--- config.mk ---
export PLATFORM = sky130hd
export DESIGN_NAME = cnn_layer_accel_awe_psum_accum
export DESIGN_NICKNAME = d
export VERILOG_FILES = /design/src/rtl/cnn_layer_accel_awe_psum_accum.sv
export SDC_FILE = /design/constraint.sdc
export NUM_CORES = 1
export LEC_CHECK = 0
export CAP_MARGIN = 10
export CORE_MARGIN = 3
export CORE_UTILIZATION = 57
export CTS_BUF_LIST = sky130_fd_sc_hd__clkbuf_8
export DETAILED_ROUTE_END_ITERATION = 7
export PLACE_DENSITY = 0.78
export SLEW_MARGIN = 5
export SYNTH_ARGS = -nofsm -noshare
export SYNTH_HDL_FRONTEND = slang
export SYNTH_SLANG_ARGS = --single-unit
--- constraint.sdc ---
create_clock -name clk -period 7.3 [get_ports clk]
set_input_delay 1.095 -clock clk [delete_from_list [all_inputs] [get_ports clk]]
set_output_delay 1.095 -clock clk [all_outputs]
set_load 0.01 [all_outputs]
--- src/rtl/cnn_layer_accel_awe_psum_accum.sv ---
// cnn_layer_accel_awe_psum_accum: sums num_passes partial-sum beats per result with saturation,
// buffering results in a show-ahead FIFO with sticky overflow/saturation flags.
module cnn_layer_accel_awe_psum_accum #(
  parameter int C_P_OUTPUT_WIDTH = 48,
  parameter int C_PASS_CNT_WIDTH = 8,
  parameter int C_FIFO_DEPTH     = 16
) (
  input  logic                              clk,
  input  logic                              rst,
  input  logic                              new_map,
  input  logic [C_PASS_CNT_WIDTH-1:0]       num_passes,
  input  logic                              datain_valid,
  input  logic [C_P_OUTPUT_WIDTH-1:0]       datain_p,
  input  logic                              datain_c,
  output logic                              dataout_valid,
  input  logic                              dataout_ready,
  output logic [C_P_OUTPUT_WIDTH-1:0]       dataout,
  output logic [$clog2(C_FIFO_DEPTH):0]     fifo_count,
  output logic                              overflow_err,
  output logic                              sat_err
);
  localparam int W  = C_P_OUTPUT_WIDTH;
  localparam int PW = C_PASS_CNT_WIDTH;
  localparam int AW = $clog2(C_FIFO_DEPTH);
  localparam logic [W-1:0] MAX_V = {1'b0, {(W-1){1'b1}}};
  localparam logic [W-1:0] MIN_V = {1'b1, {(W-1){1'b0}}};
  typedef enum logic {IDLE, ACCUM} state_t;
  state_t r_state, w_state_nxt;
  logic [PW-1:0] r_passes, r_pass_cnt, w_passes_eff, w_cnt_eff;
  logic [W-1:0]  r_acc, w_sum_sat, w_acc_nxt;
  logic [W:0]    w_sum_ext;
  logic          w_sum_ovf, w_beat, w_last, w_sat_hit;
  logic [W-1:0]  r_mem [C_FIFO_DEPTH];
  logic [AW-1:0] r_wptr, r_rptr;
  logic [AW:0]   r_count;
  logic          r_ovf, r_sat, w_full, w_pop, w_push, w_drop;
  logic          w_unused;
  assign w_unused = datain_c;
  always_comb w_state_nxt = new_map ? ACCUM : r_state;
  always_ff @(posedge clk)
    r_state <= rst ? IDLE : w_state_nxt;
  // A new_map beat counts as pass 0 of the freshly armed map, so use the incoming config
  always_comb begin
    w_beat       = datain_valid && (new_map || r_state == ACCUM);
    w_passes_eff = new_map ? ((num_passes == '0) ? PW'(1) : num_passes) : r_passes;
    w_cnt_eff    = new_map ? '0 : r_pass_cnt;
    w_last       = w_beat && (w_cnt_eff == w_passes_eff - PW'(1));
  end
  // Sign-extend by one bit; a mismatch between the top two bits means signed overflow
  always_comb begin
    w_sum_ext = {r_acc[W-1], r_acc} + {datain_p[W-1], datain_p};
    w_sum_ovf = w_sum_ext[W] ^ w_sum_ext[W-1];
    w_sum_sat = !w_sum_ovf ? w_sum_ext[W-1:0] : (w_sum_ext[W] ? MIN_V : MAX_V);
    w_acc_nxt = (w_cnt_eff == '0) ? datain_p : w_sum_sat;
    w_sat_hit = w_beat && (w_cnt_eff != '0) && w_sum_ovf;
  end
  always_ff @(posedge clk) begin
    if (rst) begin
      r_passes   <= PW'(1);
      r_pass_cnt <= '0;
      r_acc      <= '0;
    end else begin
      r_passes   <= w_passes_eff;
      r_pass_cnt <= w_beat ? (w_last ? '0 : w_cnt_eff + PW'(1)) : w_cnt_eff;
      r_acc      <= w_beat ? w_acc_nxt : (new_map ? '0 : r_acc);
    end
  end
  // A full FIFO still accepts a result when the head is popped in the same cycle
  always_comb begin
    w_full = r_count == (AW+1)'(C_FIFO_DEPTH);
    w_pop  = (r_count != '0) && dataout_ready;
    w_push = w_last && (!w_full || w_pop);
    w_drop = w_last && w_full && !w_pop;
  end
  always_ff @(posedge clk) begin
    if (rst) begin
      r_wptr  <= '0;
      r_rptr  <= '0;
      r_count <= '0;
      r_ovf   <= 1'b0;
      r_sat   <= 1'b0;
    end else begin
      r_wptr  <= w_push ? r_wptr + AW'(1) : r_wptr;
      r_rptr  <= w_pop ? r_rptr + AW'(1) : r_rptr;
      r_count <= r_count + (AW+1)'(w_push) - (AW+1)'(w_pop);
      r_ovf   <= w_drop || (r_ovf && !new_map);
      r_sat   <= w_sat_hit || (r_sat && !new_map);
    end
  end
  always_ff @(posedge clk)
    if (w_push) r_mem[r_wptr] <= w_acc_nxt;
  assign dataout_valid = r_count != '0;
  assign dataout       = (r_count != '0) ? r_mem[r_rptr] : '0;
  assign fifo_count    = r_count;
  assign overflow_err  = r_ovf;
  assign sat_err       = r_sat;
endmodule

Yosys cells after proc, flatten, opt, wreduce, memory -nomap -nowiden
Memories as Yosys holds them, arrays and structs flattened. A register that Yosys moved wholly into a read port is not among the register bits.
Cells that the tools add are included.
W data, S select, Z words.
{"block": "op_classes", "addsub": 7, "n_eq_ne": 2, "mux": 15, "bitwise_logic": 1, "reduce_logical": 22}
{"cell": "$mux W48", "count": 6}
{"cell": "$add A48 B48 Y49", "count": 1}
{"cell": "$mux W8", "count": 5}
{"cell": "$logic_not A8 Y1", "count": 2}
{"cell": "$logic_and A1 B1 Y1", "count": 10}
{"cell": "$add A4 B1 Y4 const B", "count": 2}
{"cell": "$add A8 B1 Y8 const B", "count": 1}
{"cell": "$eq A8 B8 Y1", "count": 1}
{"cell": "$mux W4", "count": 2}
{"cell": "$reduce_bool A8 Y1", "count": 1}
{"cell": "$sub A8 B1 Y8 const B", "count": 1}
{"cell": "$add A5 B1 Y5", "count": 1}
{"cell": "$eq A5 B5 Y1 const B", "count": 1}
{"cell": "$reduce_bool A5 Y1", "count": 1}
{"cell": "$sub A5 B1 Y5", "count": 1}
{"cell": "$logic_or A1 B1 Y1", "count": 4}
{"cell": "$logic_not A1 Y1", "count": 3}
{"cell": "$mux W1", "count": 2}
{"cell": "$reduce_bool A2 Y1", "count": 1}
{"cell": "$xor A1 B1 Y1", "count": 1}
{"block": "word_totals", "ff_bits": 80, "ram_bits": 768, "inputBits": 62, "n_memories": 1}
{"memory": "r_mem", "words": 16, "width": 48, "read_ports": 1, "rd_clocked_by_memory_dff": 1, "wr": 1, "line": "33", "text": "logic [W-1:0] r_mem [C_FIFO_DEPTH];"}

Longest topological paths before layout
{"block": "depth", "ltp_word": 9, "ltp_mapped": 19, "ltp_nobuf": 18}

Worst setup path after synthesis
No wires, ideal clock.
{"block": "synth_path", "path_type": "input -> register", "from": "in num_passes[2]", "to": "mem r_mem[3][0] (netlist bit), enable pin", "t_arrival_ps": 6630, "t_required_ps": 6787, "path_slack_ps": 157, "cell_stages": 11, "path_buffers": 1, "cell_sequence": "nor3_1 > a311oi_1 > or2_2 > ha_1 > xor2_1 > nand4_1 > nor4_1 > nor2b_1 > clkbuf_1 > nand2_1 > nor3_1"}
{"block": "synth_between", "elab_chain_cells": 9}
{"element": "start, declared", "line": "11", "text": "input logic [C_PASS_CNT_WIDTH-1:0] num_passes,"}
{"element": "$logic_not A8 Y1", "line": "45", "text": "w_passes_eff = new_map ? ((num_passes == '0) ? PW'(1) : num_passes) : r_passes;"}
{"element": "$mux W8 (*) (2 in a row)", "line": "45"}
{"element": "$sub A8 B1 Y8 (*)", "line": "47", "text": "w_last = w_beat && (w_cnt_eff == w_passes_eff - PW'(1));"}
{"element": "$eq A8 B8 Y1 (*)", "line": "47"}
{"element": "$logic_and A1 B1 Y1 (*)", "line": "47"}
{"element": "$logic_and A1 B1 Y1 (*)", "line": "72", "text": "w_push = w_last && (!w_full || w_pop);"}
{"element": "$mux W1 (*)", "line": "91", "text": "if (w_push) r_mem[r_wptr] <= w_acc_nxt;"}
{"element": "$mux W1 (not written as such) (*)", "line": "91"}
{"element": "end, declared", "line": "33"}
Mark *: on every way between the ends. The rest lies on a longest branch, timed or not.

==> run summary <==
Status = finished, final reports clean
Comb pwr share = 0.228
Hold path depth = 2
Post-Syn Area = 0.03631 sq mm
Die width = 258.4 microns
Die area = 0.06676 sq mm
Post-DP HPWL = 50.47 mm
Share of cells above drive strength 1 = 0.2132
I/O Buffers = 116
Number of placement rows = 91
Clock network power share = 0.308
Total grt overflow = 0
Post-CTS Resized = 0
Register-to-Register Path Depth = 12
Peak Freq = 0.1911 GHz
Sequential area share after synthesis = 0.6815
Critical path endpoint category = output port
Crit path max fanout = 57
Core area = 0.06239 sq mm
Hold-fix buffers, CTS = 0
Final hold vios = 0
Switch share = 0.2692
Vias in the first global route = 21,490
HP Class = register to register
Max-Cap Viols = 0
WL/cell = 26.92 microns
Hold_sp = r_acc[24]$_SDFFE_PP0P_
Data required, critical path = 6200 ps
Largest area contributor in the netlist = edfxtp_1
Drt first pass iters = 5
Mapped Avg Cell Area = 17.15 sq um
TritonCTS clock tree = built
Drt drc = 0
FF/Latch Area = 0.02476 sq mm
Util after Layout = 0.6615
P_sw = 0.003221 W
Cts bufs inserted = 132
Most used DFF post-synth = edfxtp_1
Clk root buf = clkbuf_8
WL met3 = 8.168 mm
Yosys warns = 0
Nature of the critical path startpoint = register
Worst-path clk slew = 60 ps
Critical path arrival = 4140 ps
Async set-reset flop share out of synthesis = 0
Gr usage total = 0.2688
Layout Skew = 44.46 ps
Met1 Wirelength = 33.21 mm
Vias/cell = 6.368
Top post-synthesis cells by area = edfxtp_1 64%, mux4_2 15%, dfxtp_1 4.6%
Hold Path End = r_acc[24]$_SDFFE_PP0P_
RR Endpoint = r_mem[5][33]$_DFFE_PP_
Syn_nets = 2,243
Synth top area share = 0.6352
Static leakage = 13.47 nW
Clk Latency, worst-skew pair = 800 ps
Final setup fails = 0
Relative max-transition margin = 0.2101
Total routed wirelength = 87.48 mm
Gate Count Post-Synth = 2,117
Cell Pwr Density = 289.9 mW/mm^2
Fillers = 4,123
Clock sinks = 852
RSZ-0062 raised after global routing = no
DRT antenna net count = 0
Worst slack, placed = 1328 ps
First-pass GRT wire length = 132.2 mm
Critical path class = register to output port
Initial core utilization = 0.5819
Die height = 258.4 microns
Vias = 20,700
Post-synth EDFFs = 768
Maximum root-to-sink buffer count = 3
Final worst path period need = 5233 ps
Period utilisation layout = 0.7168
Final worst slack = 2067 ps
Top Metal Used = met5
Synth Register Bits = 852
Sequential fraction of design power = 0.464
Max VDD drop = 0.0003265 V
H-tree depth = 4
Count of cell types in the netlist = 68
Final #Nets = 2,439
Worst r2r src = r_acc[18]$_SDFFE_PP0P_
Area occupied by multi-input gates = 0.01112 sq mm
R2R Setup Slk = 2650 ps
Antenna violations before repair = 8
Int Pwr = 0.008743 W
Drt initial violations = 2,261
Final slew viol count = 0
Setup bufs post-CTS = 0
Met2 WL post-DR = 44.10 mm
P&R area growth vs syn = 13.68%
Largest net degree at the start of global routing = 77
Setup tns final = 0 ps
Slew @ Worst Pin = 1177 ps
Top-level port count = 118
Gpl congestion = 0.9240
[metal layers]
layer / up-vias / GRT usage
li1: 8925 / -
met1: 10570 / 0.3615
met2: 1041 / 0.4453
met3: 153 / 0.05863
met4: 6 / 0.08440
met5: - / 0
[worst max-delay path by stage]
stage                  startpoint                       end  slack [ps]  depth (start not counted)
finish                   register               dataout[19]        2070                          5
global route              new_map  fifo_count[4]$_SDFF_PP0_        1790                         19
CTS                      register               dataout[19]        1960                          5
detailed placement   datain_p[16]    r_mem[0][46]$_DFFE_PP_        1330                         11
global placement          new_map  fifo_count[4]$_SDFF_PP0_        1320                         19
floorplan           num_passes[2]     r_mem[3][0]$_DFFE_PP_         160                         11
[area by class of cell]
cell class / count / share of cell area
antenna: 2 / 0.0001213
clock buffer: 136 / 0.04535
clock inverter: 96 / 0.01310
inverter: 25 / 0.002273
multi-input combinational: 1121 / 0.2695
sequential: 852 / 0.5998
tap: 837 / 0.02537
timing repair buffer: 181 / 0.04456
[power by group through the flow]
stage | clock (W) | sequential, W | combinational (W)
after floorplan | 0 | 0.00555 | 0.00188
after global placement | 0 | 0.00565 | 0.00269
after detailed placement | 0 | 0.00566 | 0.00274
after CTS | 0.00375 | 0.00556 | 0.00276
after global routing | 0.00397 | 0.00557 | 0.00293
final | 0.00369 | 0.00555 | 0.00272
[registers in the layout, summed over array words and instances (netlist names), named ones only]
signal        count
r_mem           768
r_acc            48
r_pass_cnt        8
r_passes          8
fifo_count        5
r_rptr            4
r_wptr            4
overflow_err      1
r_state           1
sat_err           1
[cell usage in the layout (no fill, tap or decap), drive strengths merged, types with 5 or more instances in the layout]
| master | n |
|---|---|
| edfxtp | 768 |
| mux4 | 240 |
| clkbuf | 136 |
| nor2 | 117 |
| clkdlybuf4s50 | 115 |
| nand2 | 113 |
| a21oi | 105 |
| o21ai | 98 |
| dfxtp | 84 |
| buf | 66 |
| inv | 65 |
| ha | 62 |
| and2 | 55 |
| xnor2 | 43 |
| clkinv | 42 |
| a22oi | 29 |
| xor2 | 25 |
| nor3 | 25 |
| a21o | 24 |
| nand4 | 15 |
| a222oi | 13 |
| nor2b | 12 |
| a22o | 12 |
| and3 | 10 |
| clkinvlp | 10 |
| o211ai | 9 |
| nand3 | 9 |
| a31oi | 8 |
| nand2b | 8 |
| a211oi | 8 |
| mux2i | 7 |
| or3 | 7 |
| o21a | 7 |
| a311oi | 5 |
| o22ai | 5 |
[cells in the mapped netlist, drive strengths merged (34+ instances only)]
cell type  instances
edfxtp           768
mux4             240
nor2             117
nand2            113
a21oi            105
o21ai             98
clkbuf            85
dfxtp             84
ha                62
and2              55
xnor2             43
buf               34
[critical path: stages (launching register included)]
cell             delay [ps]
dfxtp_4                 940
buf_4                   740
mux4_2                  430
mux4_2                  480
and2_1                  240
clkdlybuf4s50_1         510
[logic make-up (layout without fill, tap and decap cells)]
kind of cell / after synthesis / in the layout / share of synthesized area
AOI/OAI and AO/OA: 355 / 355 / 0.06248
muxes: 247 / 247 / 0.1508
buffers and inverters: 144 / 438 / 0.01589
other: 0 / 2 / 0
xor gates and xnor gates: 68 / 68 / 0.01640
and+or+nand+nor: 387 / 387 / 0.05045
adders and majority gates: 64 / 64 / 0.02247
DFF: 852 / 852 / 0.6815
[per-stage QoR]
stage	cell area, sq um	hold WS (ps)	std cells	total power, W
after detailed placement	38830	451.7	3014	0.008403
final	41280	460.1	3250	0.01196
after floorplan	36310	435.6	2117	0.007424
after global placement	38830	442.7	3014	0.008343
after CTS	41240	459.9	3246	0.01206
after global routing	41280	486.1	3250	0.01247
(Power assumes the default switching activity.)
